[src/rtl/alu_pipe.sv]
// alu_pipe: two-stage pipelined ALU with valid/ready handshakes and flags.
// Optional barrel shifter on logic codes 011/010/001 when ALU_SHIFT_EN is defined.
//
// Ports:
//   clk, rst            clock, async active-high reset
//   in_valid/in_ready   input handshake; status, opcode, a, b captured on transfer
//   out_valid/out_ready output handshake; out + cout/overflow/zero/negative/illegal
module alu_pipe #(
  parameter int WIDTH = 32
) (
  input  logic             clk,
  input  logic             rst,
  input  logic             in_valid,
  output logic             in_ready,
  input  logic             status,
  input  logic [3:0]       opcode,
  input  logic [WIDTH-1:0] a,
  input  logic [WIDTH-1:0] b,
  output logic             out_valid,
  input  logic             out_ready,
  output logic [WIDTH-1:0] out,
  output logic             cout,
  output logic             overflow,
  output logic             zero,
  output logic             negative,
  output logic             illegal
);

  typedef struct packed {
    logic             status;
    logic [3:0]       opcode;
    logic [WIDTH-1:0] a;
    logic [WIDTH-1:0] b;
  } s1_t;

  typedef struct packed {
    logic [WIDTH-1:0] out;
    logic             cout;
    logic             ovf;
    logic             zero;
    logic             neg;
    logic             ill;
  } res_t;

  logic s1_valid;
  s1_t  s1;
  res_t res;
  logic s2_adv;
  logic s1_adv;

  assign s2_adv   = !out_valid | out_ready;
  assign s1_adv   = s2_adv | !s1_valid;
  assign in_ready = s1_adv;

  always_ff @(posedge clk or posedge rst) begin
    if (rst) begin
      s1_valid <= 1'b0;
      s1       <= '0;
    end else if (s1_adv) begin
      s1_valid <= in_valid;
      if (in_valid)
        s1 <= '{status, opcode, a, b};
    end
  end

  // INC/DEC reuse the adder with a constant 1 in place of b;
  // opcode[0]=0 selects subtract, whose top bit is the borrow.
  logic [WIDTH-1:0] rhs;
  logic             sub;
  logic [WIDTH:0]   sum;
  logic             ovf;

  always_comb begin
    rhs = s1.opcode[1] ? s1.b : {{(WIDTH-1){1'b0}}, 1'b1};
    sub = ~s1.opcode[0];
    if (sub)
      sum = {1'b0, s1.a} - {1'b0, rhs};
    else
      sum = {1'b0, s1.a} + {1'b0, rhs};
    ovf = (s1.a[WIDTH-1] == (rhs[WIDTH-1] ^ sub))
        & (sum[WIDTH-1] != s1.a[WIDTH-1]);
  end

`ifdef ALU_SHIFT_EN
  localparam int SHW = $clog2(WIDTH);

  // One spare bit on each side catches the last bit shifted out.
  logic [SHW-1:0] sh;
  logic [WIDTH:0] shl_w;
  logic [WIDTH:0] shr_w;
  logic [WIDTH:0] sra_w;

  always_comb begin
    sh    = s1.b[SHW-1:0];
    shl_w = {1'b0, s1.a} << sh;
    shr_w = {s1.a, 1'b0} >> sh;
    sra_w = $signed({s1.a, 1'b0}) >>> sh;
  end
`endif

  always_comb begin
    res = '0;
    if (s1.status) begin
      if (s1.opcode[3]) begin
        if (s1.opcode[2]) begin
          res.out  = sum[WIDTH-1:0];
          res.cout = sum[WIDTH];
          res.ovf  = ovf;
        end else begin
          res.ill = 1'b1;
        end
      end else begin
        unique case (s1.opcode[2:0])
          3'b111: res.out = s1.a & s1.b;
          3'b110: res.out = s1.a | s1.b;
          3'b101: res.out = s1.a ^ s1.b;
          3'b100: res.out = ~s1.a;
`ifdef ALU_SHIFT_EN
          3'b011: begin
            res.out  = shl_w[WIDTH-1:0];
            res.cout = shl_w[WIDTH];
          end
          3'b010: begin
            res.out  = shr_w[WIDTH:1];
            res.cout = shr_w[0];
          end
          3'b001: begin
            res.out  = sra_w[WIDTH:1];
            res.cout = sra_w[0];
          end
`endif
          default: res.ill = 1'b1;
        endcase
      end
    end
    res.zero = (res.out == '0);
    res.neg  = res.out[WIDTH-1];
  end

  // zero/negative are registered alongside out so reset clears them too.
  always_ff @(posedge clk or posedge rst) begin
    if (rst) begin
      out_valid <= 1'b0;
      out       <= '0;
      cout      <= 1'b0;
      overflow  <= 1'b0;
      zero      <= 1'b0;
      negative  <= 1'b0;
      illegal   <= 1'b0;
    end else if (s2_adv) begin
      out_valid <= s1_valid;
      if (s1_valid) begin
        out      <= res.out;
        cout     <= res.cout;
        overflow <= res.ovf;
        zero     <= res.zero;
        negative <= res.neg;
        illegal  <= res.ill;
      end
    end
  end

endmodule
[config.mk]
export PLATFORM = sky130hd
export DESIGN_NAME = alu_pipe
export DESIGN_NICKNAME = d
export VERILOG_FILES = /design/src/rtl/alu_pipe.sv
export SDC_FILE = /design/constraint.sdc
export NUM_CORES = 1
export LEC_CHECK = 0
export ABC_AREA = 1
export BUFFER_PORTS_ARGS = -buffer_cell sky130_fd_sc_hd__buf_2
export CAP_MARGIN = 20
export CELL_PAD_IN_SITES_DETAIL_PLACEMENT = 1
export CELL_PAD_IN_SITES_GLOBAL_PLACEMENT = 2
export CORE_MARGIN = 8
export CORE_UTILIZATION = 35
export CTS_CLUSTER_DIAMETER = 60
export CTS_CLUSTER_SIZE = 10
export DETAILED_ROUTE_END_ITERATION = 16
export GPL_TIMING_DRIVEN = 0
export HOLD_SLACK_MARGIN = 0.06
export PLACE_DENSITY = 0.95
export SETUP_SLACK_MARGIN = 0.02
export SYNTH_ARGS = -nofsm -noshare
export SYNTH_HDL_FRONTEND = slang
export SYNTH_SLANG_ARGS = --single-unit
[constraint.sdc]
create_clock -name clk -period 11.2 [get_ports clk]
set_clock_uncertainty 0.05 [all_clocks]
set_input_delay 0 -clock clk [delete_from_list [all_inputs] [get_ports clk]]
set_output_delay 0 -clock clk [all_outputs]
set_load 0.005 [all_outputs]
-- Word-level counts from Yosys, hierarchy flattened
Cells that the tools add are included.
- latch bits: 0
- input port bits: 73
- bits in writable memories: 0
- output and inout bits: 39
- memories: 0
- register bits: 108
- memory bits (read-only): 0
- logic and storage cells: 46
- divide/modulo/power cells: 0
- $mul: 0
- shifts and indexed selects: 0
- magnitude comparators: 0
- bitwise logic cells: 9
- add/subtract/negate cells: 2
- reduce and logical (&&, ||, !) cells: 6
- equal/unequal tests: 6
- muxes and demuxes: 11
- operators with widths (cell ; number):
    32-bit one-hot mux with 4 select lines ; 1
    34-bit two-way mux ; 2
    32-bit two-way mux ; 2
    32-bit by 32-bit adder with 33-bit output ; 1
    33-bit two-way mux ; 1
    32-bit by 32-bit subtractor with 33-bit output ; 1
    32-bit AND ; 1
    32-bit logical NOT ; 1
    32-bit inverter ; 1
    32-bit bitwise OR ; 1
    32-bit XOR ; 1
    3-bit equality test (second input constant) ; 4
    1-bit two-way mux ; 4
    2-bit AND reduction ; 2
    4-bit OR reduction ; 1
    1-bit logical NOT ; 2
    2-bit two-way mux ; 1
    1-bit bitwise OR ; 2
    1-bit AND ; 1
    1-bit equality test ; 1
    1-bit != test ; 1
    1-bit inverter ; 1
    1-bit XOR ; 1

-- Depth between registers and ports, before layout
Gate-level depths: netlist (run 1).
- depth after elaboration: 9
- gate-level depth with buffers: 32
- mapped depth without buffers: 31

-- Worst setup path before layout (run 1)
OpenSTA, ideal clock, no wires.
- path kind: register to register
- start point: register s1[65] in the netlist's numbering
- end point: register zero
- required time: 11.084 ns
- cell stages (with the launch flop): 30
- buffers on the path: 3
- slack: 7.571 ns
- library setup time: 0.066 ns
- data arrival time: 3.514 ns
- period minus slack after synthesis: 3.629 ns
- path through: dfrtp_1 -> buf_6 -> buf_6 -> buf_2 -> nand2_1 -> ha_1 -> nand3_2 -> nor2_2 -> nand2_2 -> nor2_4 -> nand4_2 -> nor2_2 -> nand3_2 -> nor2_4 -> a21oi_1 -> xor2_1 -> ha_1 -> a21oi_1 -> o21ai_0 -> nand2_1 -> nand2_1 -> nor2_1 -> nand2_1 -> nand2_1 -> nand2_1 -> o21ai_1 -> nand2_1 -> nor2_1 -> nand3_1 -> nand2_1
- cells in the longest elaborated chain, start to end: 7
- elaborated cells on any way between the ends: 13
- classes of those cells: add/sub: 2; eq/ne: 4; mux: 6; reduce/logical: 1
- ends and longest elaborated chain (item ; line ; source):
    start: declaration ; 46 ; s1_t s1;
    start signal: assignment ; 62 ; s1 <= '{status, opcode, a, b};
    32-bit two-way mux ; 74 ; rhs = s1.opcode[1] ? s1.b : {{(WIDTH-1){1'b0}}, 1'b1};
    32-bit by 32-bit subtractor with 33-bit output or 32-bit by 32-bit adder with 33-bit output (tied branches) ; 77, 79 ;
    33-bit two-way mux ; 76 ; if (sub)
    34-bit two-way mux ; 105 ; if (s1.opcode[2]) begin
    32-bit two-way mux * ; 104 ; if (s1.opcode[3]) begin
    34-bit two-way mux * ; 103 ; if (s1.status) begin
    32-bit logical NOT * ; 136 ; res.zero = (res.out == '0);
    end signal: assignment ; 156 ; zero <= res.zero;
    end: declaration ; 24 ; output logic zero,
Mark *: on every way between the ends. The rest lies on a longest branch, timed or not.
A chain may end at the register's enable or synchronous reset.

-- Final worst setup path (run 1)
Ends and elaborated chain as after synthesis.

==> results of run 1 <==
[final cells by class]
cell class              instances  share of cell area, %
clock buffers                  11                   2.03
diodes                          1                 0.0210
inverters                     232                   7.34
multi-input cells            1132                   50.8
flip-flops and latches        107                   22.4
well taps                     378                   3.96
clock inverters                 4                  0.482
repair buffers                183                   10.8
plain buffers                  51                   2.11
[placed cells by master (no fill, tap or decap), drive strengths merged, types with 7 or more instances in the layout]
| cell | netlist | final |
|---|---|---|
| dfrtp | 107 | 107 |
| nor3 | 8 | 8 |
| a41oi | 7 | 7 |
| nor2 | 184 | 184 |
| xnor2 | 8 | 8 |
| nand2 | 452 | 452 |
| xor2 | 23 | 23 |
| dlygate4sd3 | 0 | 71 |
| clkbuf | 28 | 39 |
| buf | 23 | 135 |
| a31oi | 7 | 7 |
| nand4 | 31 | 31 |
| nand3 | 99 | 99 |
| ha | 105 | 105 |
| inv | 231 | 233 |
| o21ai | 68 | 68 |
| a21oi | 115 | 115 |
[synthesized netlist by cell type (all sizes together), types with 4 or more instances]
| cell type | number | area share [%] |
|---|---|---|
| a221oi | 4 | 0.36 |
| nor2 | 184 | 7.4 |
| ha | 105 | 13 |
| a41oi | 7 | 0.62 |
| dfrtp | 107 | 27 |
| o21ai | 68 | 3.5 |
| nand2 | 452 | 18 |
| buf | 23 | 1.5 |
| inv | 231 | 8.8 |
| a21oi | 115 | 5.9 |
| nor3 | 8 | 0.46 |
| clkbuf | 28 | 1.1 |
| xnor2 | 8 | 0.71 |
| a31oi | 7 | 0.44 |
| xor2 | 23 | 2.0 |
| nand4 | 31 | 2.1 |
| nand3 | 99 | 5.3 |
[layer usage]
| metal | track usage, % | vias up | wire [um] |
|---|---|---|---|
| met3 | 4.80 | 56 | 2550 |
| met5 | 0 | - | 0 |
| li1 | - | 5210 | - |
| met4 | 8.16 | 0 | 1140 |
| met2 | 40.2 | 293 | 18900 |
| met1 | 32.3 | 5250 | 18900 |
[repair_timing]
item,CTS,global route
hold endpoints to repair,120,0
hold buffers,71,0
buffers inserted,0,0
[sequential cells by signal (all words and copies together) (netlist names)]
name / flops
s1: 69
zero: 1
illegal: 1
overflow: 1
cout: 1
out: 32
out_valid: 1
s1_valid: 1
[tightest hold or removal path: cells and delay by family]
family | cells | cell delay, ps
buf+inv | 3 | 1060
[power by group through the flow]
stage / clock network (mW) / registers (mW) / logic, mW
2_1_floorplan: 0 / 0.522 / 0.855
3_3_place_gp: 0 / 0.538 / 1.23
3_5_place_dp: 0 / 0.541 / 1.27
4_1_cts: 0.361 / 0.534 / 1.30
5_1_grt: 0.369 / 0.547 / 1.47
6_report: 0.353 / 0.537 / 1.31
[path summary, 6_finish.rpt]
| kind | startpoint | endpoint | slack [ps] | depth (start not counted) |
|---|---|---|---|---|
| min in group clk | in_valid | s1[26]$_DFFE_PP0P_ | 310 | 5 |
| min | rst | s1[29]$_DFFE_PP0P_ | 200 | 3 |
| min reg2reg | out[14]$_DFFE_PP0P_ | out[14]$_DFFE_PP0P_ | 440 | 2 |
| max | s1[65]$_DFFE_PP0P_ | zero$_DFFE_PP0P_ | 6510 | 30 |
| max in group asynchronous | rst | s1[37]$_DFFE_PP0P_ | 10220 | 4 |
| max reg2reg | s1[65]$_DFFE_PP0P_ | zero$_DFFE_PP0P_ | 6510 | 30 |
[logic make-up after synthesis]
| group | share of synthesized area (%) |
|---|---|
| and+or+nand+nor | 33.4 |
| buffers and inverters | 11.4 |
| AOI/OAI and AO/OA | 11.7 |
| DFF | 27.2 |
| adders and majority gates | 13.5 |
| xor gates and xnor gates | 2.75 |
| muxes | 0.114 |
==> flow_results.xml, run 1 <==
<?xml version="1.0" encoding="UTF-8"?>
<metrics>
  <group name="outcome">
    <metric name="run_status" unit="">finished, final reports clean</metric>
  </group>
  <group name="grt">
    <metric name="grt_antenna_before_repair" unit="">2</metric>
    <metric name="first_global_vias" unit="">11500</metric>
    <metric name="grt_max_degree" unit="">59</metric>
    <metric name="grt_pass1_wl" unit="um">64100</metric>
    <metric name="grt_overflow" unit="">0</metric>
    <metric name="global_route.usage.total" unit="%">24.6</metric>
  </group>
  <group name="floorplanning">
    <metric name="die_w" unit="um">184</metric>
    <metric name="ioPinCount" unit="">112</metric>
    <metric name="placementRows" unit="">61</metric>
    <metric name="initial_core_util" unit="%">35.5</metric>
    <metric name="core_area" unit="sq mm">0.0278</metric>
    <metric name="die-area" unit="sq mm">0.0338</metric>
    <metric name="die_y" unit="um">184</metric>
  </group>
  <group name="clocking">
    <metric name="cts-root-to-sink-buffers" unit="">2</metric>
    <metric name="cts.clk_slew.worst_paths" unit="ps">80</metric>
    <metric name="h-tree-depth" unit="">3</metric>
    <metric name="cts_num_sinks" unit="">107</metric>
    <metric name="clockRootBuffer" unit="">sky130_fd_sc_hd__clkbuf_16</metric>
    <metric name="clock_latency_late_sink" unit="ps">370</metric>
    <metric name="clock_tree_from_tritoncts" unit="">yes</metric>
    <metric name="number_of_clock_buffers_inserted_by_tritoncts" unit="">9</metric>
    <metric name="cts_resized" unit="">0</metric>
  </group>
  <group name="detailed_routing">
    <metric name="drc" unit="">0</metric>
    <metric name="wl_per_cell" unit="um">19.8</metric>
    <metric name="detail_route.vias_per_cell" unit="">5.15</metric>
    <metric name="detailedRoute.firstPassIterationCount" unit="">5</metric>
    <metric name="antenna_violating_nets_post_route" unit="">0</metric>
    <metric name="detail_route.iter0.violations" unit="">639</metric>
    <metric name="finalWirelength" unit="um">41500</metric>
    <metric name="vias" unit="">10800</metric>
  </group>
  <group name="timing">
    <metric name="relSlewSlack" unit="%">37.5</metric>
    <metric name="final_period_minus_worst_setup_slack" unit="ps">4690</metric>
    <metric name="post-route-period-util" unit="%">41.9</metric>
    <metric name="tightestPinTransition" unit="ps">937</metric>
    <metric name="final_setup_viols" unit="">0</metric>
    <metric name="worst_slack" unit="ps">6510</metric>
    <metric name="rsz0062_at_grt" unit="">no</metric>
    <metric name="hold_vio_cnt_final" unit="">0</metric>
    <metric name="timing.setup.tns" unit="ps">0</metric>
    <metric name="timing.hold.ws" unit="ps">199</metric>
    <metric name="fin_max_slew_vios" unit="">0</metric>
    <metric name="maxClockFrequency" unit="MHz">213</metric>
  </group>
  <group name="job">
    <metric name="cap_violations" unit="">0</metric>
  </group>
  <group name="synth">
    <metric name="synth-seq-cells" unit="">107</metric>
    <metric name="dominantRegCellSynth" unit="">sky130_fd_sc_hd__dfrtp_1</metric>
    <metric name="synth_area" unit="sq mm">0.00986</metric>
    <metric name="syn-mean-instance-area" unit="sq um">6.48</metric>
    <metric name="async_set_or_reset_flop_fraction_in_the_synthesized_netlist" unit="%">100</metric>
    <metric name="synthesis.yosys.warnings" unit="">0</metric>
    <metric name="synth_nets" unit="">1701</metric>
    <metric name="netlist-cell-type-count" unit="">43</metric>
    <metric name="postSynthCellCount" unit="">1522</metric>
    <metric name="number_of_flops_mapped_to_enable_cells_by_yosys" unit="">0</metric>
    <metric name="synth_sequential_area_ratio" unit="%">27.2</metric>
  </group>
  <group name="place">
    <metric name="port_buffers" unit="">111</metric>
    <metric name="post_dp_cell_area" unit="sq mm">0.0109</metric>
    <metric name="detailedPlace.worstSlack" unit="ps">6590</metric>
    <metric name="gp_congestion" unit="">0.916</metric>
    <metric name="dp.final_hpwl" unit="um">32500</metric>
    <metric name="dp.cells" unit="">2012</metric>
  </group>
  <group name="final_layout">
    <metric name="instances_no_fill" unit="">2099</metric>
    <metric name="seq_area" unit="sq mm">0.00268</metric>
    <metric name="multiInputGateArea" unit="sq mm">0.00606</metric>
    <metric name="design_area" unit="sq mm">0.0119</metric>
    <metric name="finalCoreUtilization" unit="%">42.9</metric>
    <metric name="area_growth" unit="%">21.0</metric>
    <metric name="drive_gt1_share" unit="%">10.7</metric>
    <metric name="filler_cell_count" unit="">3711</metric>
    <metric name="final_net_count" unit="">1895</metric>
  </group>
  <group name="power">
    <metric name="pwr-share-clk" unit="%">16.0</metric>
    <metric name="cellLeakagePower" unit="nW">6.49</metric>
    <metric name="switching_power" unit="mW">1.13</metric>
    <metric name="power.sequential.fraction" unit="%">24.4</metric>
    <metric name="p_sw_share" unit="%">51.1</metric>
    <metric name="cell_internal_pwr" unit="mW">1.08</metric>
    <metric name="total_power" unit="mW">2.20</metric>
    <metric name="total_power_per_unit_cell_area" unit="mW/mm^2">185</metric>
    <metric name="p_comb_share" unit="%">59.6</metric>
    <metric name="largest_vdd_supply_drop" unit="mV">0.0811</metric>
  </group>
  <group name="critical_path">
    <metric name="crit_path_leading_delay_family" unit="">simple AND/OR/NAND/NOR gates</metric>
    <metric name="critPathLaunchType" unit="">flop</metric>
    <metric name="timing.critical_path.mode_cell" unit="">sky130_fd_sc_hd__nand2_1</metric>
    <metric name="endpoint_kind" unit="">flop</metric>
    <metric name="critical-path-slowest-cell" unit="">sky130_fd_sc_hd__dfrtp_1</metric>
    <metric name="path_max_fanout" unit="">10</metric>
    <metric name="critPathMaxStageDelay" unit="ps">400</metric>
    <metric name="worst-path-buf-inv" unit="">6</metric>
    <metric name="crit_arrival" unit="ps">4950</metric>
    <metric name="crit_required" unit="ps">11450</metric>
    <metric name="crit_type" unit="">reg -&gt; reg</metric>
  </group>
  <group name="hold_path">
    <metric name="hold_path.class" unit="">in -&gt; async</metric>
  </group>
</metrics>
Power figures use the tool's default switching activity.
==> inputs of run 2 (changes only) <==
CORE_UTILIZATION = 30   (was 35)
PLACE_DENSITY = 0.89   (was 0.95)
clock period = 4 ns   (was 11.2 ns; I/O delays follow)
==> run 2 against run 1 <==
  * The flow now finishes with violations (setup timing)
  * Clock power increased to 2.7 times the previous value
  * Register-to-register slack got worse by 6600 ps
  * Global-route usage fell by 3.1 points
  * Worst setup slack worse by 6600 ps
  * Via count increased by 0.23%
  * Maximum frequency up 16%
  * Critical path type unchanged
  * Critical endpoint unchanged
  * Largest cell class unchanged
==> flow_results.xml, run 2 (synthesized netlist as in run 1, its figures left out) <==
<?xml version="1.0" encoding="UTF-8"?>
<metrics>
  <group name="outcome">
    <metric name="run_status" unit="">complete, but fails checks</metric>
    <metric name="violations_in_the_final_reports" unit="">setup timing</metric>
  </group>
  <group name="critical_path">
    <metric name="r2r.worst_path.cells" unit="">24</metric>
    <metric name="endpoint_kind" unit="">flop</metric>
    <metric name="crit_required" unit="ps">4260</metric>
    <metric name="worstReg2RegEnd" unit="">zero$_DFFE_PP0P_</metric>
    <metric name="r2r_start" unit="">s1[65]$_DFFE_PP0P_</metric>
    <metric name="reg2reg_setup_slack" unit="ps">-50</metric>
    <metric name="crit_type" unit="">reg -&gt; reg</metric>
    <metric name="crit_arrival" unit="ps">4310</metric>
    <metric name="path_max_fanout" unit="">18</metric>
    <metric name="critPathLaunchType" unit="">flop</metric>
  </group>
  <group name="clocking">
    <metric name="cts-root-to-sink-buffers" unit="">2</metric>
    <metric name="cts.clk_slew.worst_paths" unit="ps">80</metric>
    <metric name="clockRootBuffer" unit="">sky130_fd_sc_hd__clkbuf_16</metric>
    <metric name="clock_tree_from_tritoncts" unit="">yes</metric>
    <metric name="cts_num_sinks" unit="">107</metric>
    <metric name="h-tree-depth" unit="">3</metric>
    <metric name="number_of_clock_buffers_inserted_by_tritoncts" unit="">9</metric>
    <metric name="clock_latency_late_sink" unit="ps">380</metric>
  </group>
  <group name="grt">
    <metric name="global_route.usage.total" unit="%">21.6</metric>
    <metric name="grt_pass1_wl" unit="um">65100</metric>
    <metric name="first_global_vias" unit="">11600</metric>
    <metric name="grt_antenna_before_repair" unit="">1</metric>
    <metric name="grt_overflow" unit="">0</metric>
    <metric name="grt_max_degree" unit="">65</metric>
  </group>
  <group name="floorplanning">
    <metric name="placementRows" unit="">66</metric>
    <metric name="die_y" unit="um">197</metric>
    <metric name="initial_core_util" unit="%">30.4</metric>
    <metric name="die-area" unit="sq mm">0.0389</metric>
    <metric name="die_w" unit="um">197</metric>
    <metric name="ioPinCount" unit="">112</metric>
    <metric name="core_area" unit="sq mm">0.0325</metric>
  </group>
  <group name="power">
    <metric name="total_power" unit="mW">6.57</metric>
    <metric name="total_power_per_unit_cell_area" unit="mW/mm^2">521</metric>
    <metric name="cellLeakagePower" unit="nW">6.65</metric>
    <metric name="largest_vdd_supply_drop" unit="mV">0.230</metric>
  </group>
  <group name="detailed_routing">
    <metric name="detail_route.vias_per_cell" unit="">4.97</metric>
    <metric name="wl_per_cell" unit="um">19.2</metric>
    <metric name="vias" unit="">10800</metric>
    <metric name="antenna_violating_nets_post_route" unit="">0</metric>
    <metric name="detail_route.iter0.violations" unit="">592</metric>
    <metric name="finalWirelength" unit="um">41900</metric>
    <metric name="drc" unit="">0</metric>
    <metric name="length_of_routed_met3_wiring" unit="um">1910</metric>
    <metric name="detail_route.wirelength.met1" unit="um">18900</metric>
    <metric name="topRoutingLayerUsed" unit="">met4</metric>
    <metric name="met2_wirelength" unit="um">19800</metric>
    <metric name="detailedRoute.firstPassIterationCount" unit="">4</metric>
  </group>
  <group name="hold_path">
    <metric name="hold_path.class" unit="">in -&gt; async</metric>
  </group>
  <group name="final_layout">
    <metric name="drive_gt1_share" unit="%">16.6</metric>
    <metric name="finalCoreUtilization" unit="%">38.9</metric>
    <metric name="area_growth" unit="%">28.1</metric>
    <metric name="largest_register_ffs" unit="">69</metric>
    <metric name="registers.top_by_ff_count" unit="">s1</metric>
    <metric name="final_net_count" unit="">1913</metric>
    <metric name="regs_by_ff_count" unit="">s1 x69, out x32</metric>
    <metric name="leading_cell_types_in_the_layout_fill_and_taps_excluded" unit="">sky130_fd_sc_hd__nand2_1 (420), sky130_fd_sc_hd__inv_1 (219), sky130_fd_sc_hd__nor2_1 (158)</metric>
    <metric name="layout.cells.most_common" unit="">sky130_fd_sc_hd__nand2_1</metric>
    <metric name="filler_cell_count" unit="">4169</metric>
  </group>
  <group name="timing">
    <metric name="rsz0062_at_grt" unit="">yes</metric>
    <metric name="hold_vio_cnt_final" unit="">0</metric>
    <metric name="relSlewSlack" unit="%">37.8</metric>
    <metric name="post-route-period-util" unit="%">101</metric>
    <metric name="maxClockFrequency" unit="MHz">247</metric>
    <metric name="worst_slack" unit="ps">-53.2</metric>
    <metric name="fin_max_slew_vios" unit="">0</metric>
    <metric name="tightestPinTransition" unit="ps">933</metric>
    <metric name="final_setup_viols" unit="">1</metric>
    <metric name="final_period_minus_worst_setup_slack" unit="ps">4050</metric>
  </group>
  <group name="job">
    <metric name="cap_violations" unit="">0</metric>
  </group>
  <group name="place">
    <metric name="dp.final_hpwl" unit="um">33100</metric>
    <metric name="port_buffers" unit="">111</metric>
    <metric name="gp_congestion" unit="">0.906</metric>
  </group>
</metrics>
==> run 2: final cells by class <==
class,instances,area [sq um],area share [%]
Inverter,232,873,6.92
Buffer,50,269,2.13
Timing Repair Buffer,202,1440,11.4
Tap cell,442,553,4.38
Sequential cell,107,2680,21.2
Antenna cell,1,2.50,0.0198
Multi-Input combinational cell,1132,6530,51.8
Clock buffer,9,225,1.78
Clock inverter,4,52.6,0.416
==> run 2: layer usage <==
| metal | vias up | track usage [%] |
|---|---|---|
| met5 | - | 0 |
| met4 | 0 | 8.44 |
| met3 | 58 | 3.59 |
| met2 | 239 | 35.8 |
| met1 | 5293 | 27.6 |
| li1 | 5244 | - |
==> run 2: worst max-delay path, stage by stage, from the launching register on <==
cell and delay [ps]:
sky130_fd_sc_hd__dfrtp_1 410, sky130_fd_sc_hd__buf_8 150, sky130_fd_sc_hd__buf_12 120, sky130_fd_sc_hd__buf_4 200
sky130_fd_sc_hd__nand2_1 240, sky130_fd_sc_hd__nand2_1 160, sky130_fd_sc_hd__inv_1 90, sky130_fd_sc_hd__nand3_1 150
sky130_fd_sc_hd__nor3_1 340, sky130_fd_sc_hd__o21ai_1 130, sky130_fd_sc_hd__xor2_1 160, sky130_fd_sc_hd__ha_1 370
sky130_fd_sc_hd__nand2_1 160, sky130_fd_sc_hd__inv_1 50, sky130_fd_sc_hd__a21boi_1 150, sky130_fd_sc_hd__nand2_1 90
sky130_fd_sc_hd__a21oi_2 120, sky130_fd_sc_hd__nand3_1 110, sky130_fd_sc_hd__nand2_2 90, sky130_fd_sc_hd__nand2_1 60
sky130_fd_sc_hd__nand2_1 90, sky130_fd_sc_hd__nand2_1 90, sky130_fd_sc_hd__nor2_2 130, sky130_fd_sc_hd__nand3_2 160
sky130_fd_sc_hd__nand2_1 100
==> run 2: power breakdown <==
part	internal [mW]	leakage [nW]	switching, mW
logic	1.44	5.24	2.68
clock network	0.480	0.138	0.460
registers	1.30	1.27	0.218
==> run 2: how the worst max path moves through the flow <==
stage / start / endpoint / slack, ps / depth (start not counted)
finish: s1[65]$_DFFE_PP0P_ / zero$_DFFE_PP0P_ / -50 / 24
global placement: s1[65]$_DFFE_PP0P_ / zero$_DFFE_PP0P_ / -580 / 30
global route: s1[65]$_DFFE_PP0P_ / zero$_DFFE_PP0P_ / -350 / 23
CTS: s1[65]$_DFFE_PP0P_ / zero$_DFFE_PP0P_ / -70 / 31
detailed placement: s1[65]$_DFFE_PP0P_ / zero$_DFFE_PP0P_ / -680 / 30
floorplan: s1[65]$_DFFE_PP0P_ / zero$_DFFE_PP0P_ / 370 / 29
==> run 2: per-stage QoR <==
stage	cell area [sq um]	setup WS, ps	setup TNS, ps	hold slack [ps]	cells
6_report	12600	-53.2	-53.2	197	2179
2_1_floorplan	9860	371	0	75.7	1522
5_1_grt	12600	-351	-872	259	2179
4_1_cts	12300	-74.3	-74.3	196	2171
3_3_place_gp	11000	-579	-40470	190	2075
3_5_place_dp	11000	-681	-4400	43.3	2076
==> run 2: repair_timing <==
action                                  in CTS  in global routing
endpoints found under the setup margin      17                 17
hold endpoints to repair                   114                  0
setup buffers                               12                  7
resized for setup                           63                 61
pin swaps                                   20                 27
hold buffers                                71                  0
gates cloned                                 0                  0
==> inputs of run 3 (changes only) <==
CORE_UTILIZATION = 25   (was 30)
PLACE_DENSITY = 0.77   (was 0.89)
==> run 3 against run 2 <==
  * The run still ends with setup timing left
  * Sequential cell count unchanged
  * Core utilization fell by 5.6 points
  * Clock power up 3.6%
  * Global-route usage down 3.0 points
  * Sequential share of layout area is 0.49 points lower
  * Via count down 0.98%
  * Largest power group unchanged
  * Highest routed layer unchanged
==> flow_results.xml, run 3 (synthesized netlist as in run 1, its figures left out) <==
<?xml version="1.0" encoding="UTF-8"?>
<metrics>
  <group name="critical_path">
    <metric name="worst-path-buf-inv" unit="">4</metric>
    <metric name="critical-path-slowest-cell" unit="">sky130_fd_sc_hd__dfrtp_1</metric>
    <metric name="path_max_fanout" unit="">4</metric>
    <metric name="crit_path_leading_delay_family" unit="">simple AND/OR/NAND/NOR gates</metric>
    <metric name="endpoint_kind" unit="">flop</metric>
    <metric name="worstReg2RegEnd" unit="">zero$_DFFE_PP0P_</metric>
    <metric name="crit_required" unit="ps">4260</metric>
    <metric name="crit_type" unit="">reg -&gt; reg</metric>
    <metric name="reg2reg_setup_slack" unit="ps">-30</metric>
    <metric name="r2r.worst_path.cells" unit="">29</metric>
    <metric name="crit_arrival" unit="ps">4300</metric>
    <metric name="r2r_start" unit="">s1[65]$_DFFE_PP0P_</metric>
    <metric name="critPathMaxStageDelay" unit="ps">400</metric>
    <metric name="timing.critical_path.mode_cell" unit="">sky130_fd_sc_hd__nor2_4</metric>
    <metric name="critPathLaunchType" unit="">flop</metric>
  </group>
  <group name="timing">
    <metric name="tightestPinTransition" unit="ps">1020</metric>
    <metric name="final_period_minus_worst_setup_slack" unit="ps">4030</metric>
    <metric name="final_setup_viols" unit="">2</metric>
    <metric name="hold_vio_cnt_final" unit="">0</metric>
    <metric name="timing.hold.ws" unit="ps">112</metric>
    <metric name="fin_max_slew_vios" unit="">0</metric>
    <metric name="worst_slack" unit="ps">-34.5</metric>
    <metric name="post-route-period-util" unit="%">101</metric>
    <metric name="timing.setup.tns" unit="ps">-41.7</metric>
    <metric name="relSlewSlack" unit="%">32.3</metric>
    <metric name="rsz0062_at_grt" unit="">yes</metric>
    <metric name="maxClockFrequency" unit="MHz">248</metric>
  </group>
  <group name="detailed_routing">
    <metric name="detailedRoute.firstPassIterationCount" unit="">4</metric>
    <metric name="vias" unit="">10700</metric>
    <metric name="wl_per_cell" unit="um">19.0</metric>
    <metric name="finalWirelength" unit="um">43200</metric>
    <metric name="detail_route.vias_per_cell" unit="">4.73</metric>
    <metric name="antenna_violating_nets_post_route" unit="">0</metric>
    <metric name="drc" unit="">0</metric>
    <metric name="detail_route.iter0.violations" unit="">535</metric>
  </group>
  <group name="grt">
    <metric name="grt_pass1_wl" unit="um">66700</metric>
    <metric name="grt_max_degree" unit="">77</metric>
    <metric name="grt_overflow" unit="">0</metric>
    <metric name="global_route.usage.total" unit="%">18.5</metric>
    <metric name="first_global_vias" unit="">11300</metric>
    <metric name="grt_antenna_before_repair" unit="">2</metric>
  </group>
  <group name="clocking">
    <metric name="h-tree-depth" unit="">3</metric>
    <metric name="clock_latency_late_sink" unit="ps">380</metric>
    <metric name="cts.clk_slew.worst_paths" unit="ps">100</metric>
    <metric name="cts_num_sinks" unit="">107</metric>
    <metric name="clock_tree_from_tritoncts" unit="">yes</metric>
    <metric name="number_of_clock_buffers_inserted_by_tritoncts" unit="">9</metric>
    <metric name="cts-root-to-sink-buffers" unit="">2</metric>
    <metric name="clockRootBuffer" unit="">sky130_fd_sc_hd__clkbuf_16</metric>
  </group>
  <group name="power">
    <metric name="total_power" unit="mW">6.74</metric>
    <metric name="largest_vdd_supply_drop" unit="mV">0.241</metric>
    <metric name="total_power_per_unit_cell_area" unit="mW/mm^2">521</metric>
    <metric name="cellLeakagePower" unit="nW">6.76</metric>
  </group>
  <group name="final_layout">
    <metric name="area_growth" unit="%">31.1</metric>
    <metric name="final_net_count" unit="">1925</metric>
    <metric name="antenna-diode-count" unit="">0</metric>
    <metric name="seq_area" unit="sq mm">0.00268</metric>
    <metric name="filler_cell_count" unit="">4899</metric>
    <metric name="design_area" unit="sq mm">0.0129</metric>
    <metric name="finalCoreUtilization" unit="%">33.3</metric>
    <metric name="layout.cells.most_common" unit="">sky130_fd_sc_hd__nand2_1</metric>
    <metric name="regs_by_ff_count" unit="">s1 x69, out x32</metric>
    <metric name="multiInputGateArea" unit="sq mm">0.00661</metric>
    <metric name="drive_gt1_share" unit="%">18.3</metric>
    <metric name="largest_register_ffs" unit="">69</metric>
    <metric name="instances_no_fill" unit="">2269</metric>
    <metric name="registers.top_by_ff_count" unit="">s1</metric>
    <metric name="leading_cell_types_in_the_layout_fill_and_taps_excluded" unit="">sky130_fd_sc_hd__nand2_1 (411), sky130_fd_sc_hd__inv_1 (217), sky130_fd_sc_hd__nor2_1 (156)</metric>
  </group>
  <group name="place">
    <metric name="detailedPlace.worstSlack" unit="ps">-668</metric>
    <metric name="gp_congestion" unit="">0.903</metric>
    <metric name="dp.cells" unit="">2152</metric>
    <metric name="dp.final_hpwl" unit="um">34700</metric>
    <metric name="post_dp_cell_area" unit="sq mm">0.0111</metric>
    <metric name="port_buffers" unit="">111</metric>
  </group>
  <group name="floorplanning">
    <metric name="core_area" unit="sq mm">0.0388</metric>
    <metric name="initial_core_util" unit="%">25.4</metric>
    <metric name="die_w" unit="um">215</metric>
    <metric name="ioPinCount" unit="">112</metric>
    <metric name="die-area" unit="sq mm">0.0460</metric>
    <metric name="placementRows" unit="">72</metric>
    <metric name="die_y" unit="um">215</metric>
  </group>
  <group name="job">
    <metric name="cap_violations" unit="">0</metric>
  </group>
  <group name="hold_path">
    <metric name="hold_path.class" unit="">in -&gt; async</metric>
  </group>
  <group name="outcome">
    <metric name="run_status" unit="">complete, but fails checks</metric>
    <metric name="violations_in_the_final_reports" unit="">setup timing</metric>
  </group>
</metrics>
==> run 3: changes by cell type in the layout (fill, tap and decap cells not counted), moves of 6 or more <==
cell,previous run,this run
sky130_fd_sc_hd__nor2_4,9,15
sky130_fd_sc_hd__nand2_1,420,411
sky130_fd_sc_hd__nand2_2,26,33
sky130_fd_sc_hd__buf_4,24,34
==> run 3: routing by layer <==
layer / global-route usage [%] / up-vias / wire length (um)
met1: 24.7 / 5247 / 20600
met4: 5.37 / 0 / 1010
li1: - / 5271 / -
met2: 31.8 / 167 / 20600
met3: 1.33 / 43 / 927
met5: 0 / - / 0
==> run 3: final cells by class <==
| type | instances | share of cell area (%) |
|---|---|---|
| Sequential cell | 107 | 20.7 |
| Inverter | 232 | 6.78 |
| Multi-Input combinational cell | 1132 | 51.2 |
| Timing Repair Buffer | 213 | 11.9 |
| Clock buffer | 11 | 1.96 |
| Clock inverter | 5 | 0.339 |
| Tap cell | 518 | 5.02 |
| Buffer | 51 | 2.15 |
==> run 3: worst max path at each step <==
stage | startpoint | end | slack, ps | cells past startpoint
2_1_floorplan | s1[65]$_DFFE_PP0P_ | zero$_DFFE_PP0P_ | 370 | 29
6_report | s1[65]$_DFFE_PP0P_ | zero$_DFFE_PP0P_ | -30 | 29
3_5_place_dp | s1[65]$_DFFE_PP0P_ | zero$_DFFE_PP0P_ | -670 | 30
3_3_place_gp | s1[65]$_DFFE_PP0P_ | zero$_DFFE_PP0P_ | -610 | 30
5_1_grt | s1[65]$_DFFE_PP0P_ | zero$_DFFE_PP0P_ | -230 | 32
4_1_cts | s1[65]$_DFFE_PP0P_ | zero$_DFFE_PP0P_ | -170 | 30
==> run 3: timing repair <==
item,CTS,global route
endpoints found under the setup margin,17,14
setup buffers,20,11
hold buffers,71,0
gates resized for setup,87,69
hold endpoints to repair,178,0
pin swaps,34,36
==> run 3: power by group <==
| group | internal [mW] | switching (mW) |
|---|---|---|
| registers | 1.30 | 0.216 |
| logic | 1.50 | 2.75 |
| clock network | 0.469 | 0.506 |
==> run 3: worst register-to-register path, delay by kind of cell, from the launching register on <==
family	cells	cell delay [ps]
AOI/OAI and AO/OA	1	110
xor gates and xnor gates	1	200
adders and majority gates	2	490
buffers and inverters	4	440
DFF	1	400
and+or+nand+nor	21	2290
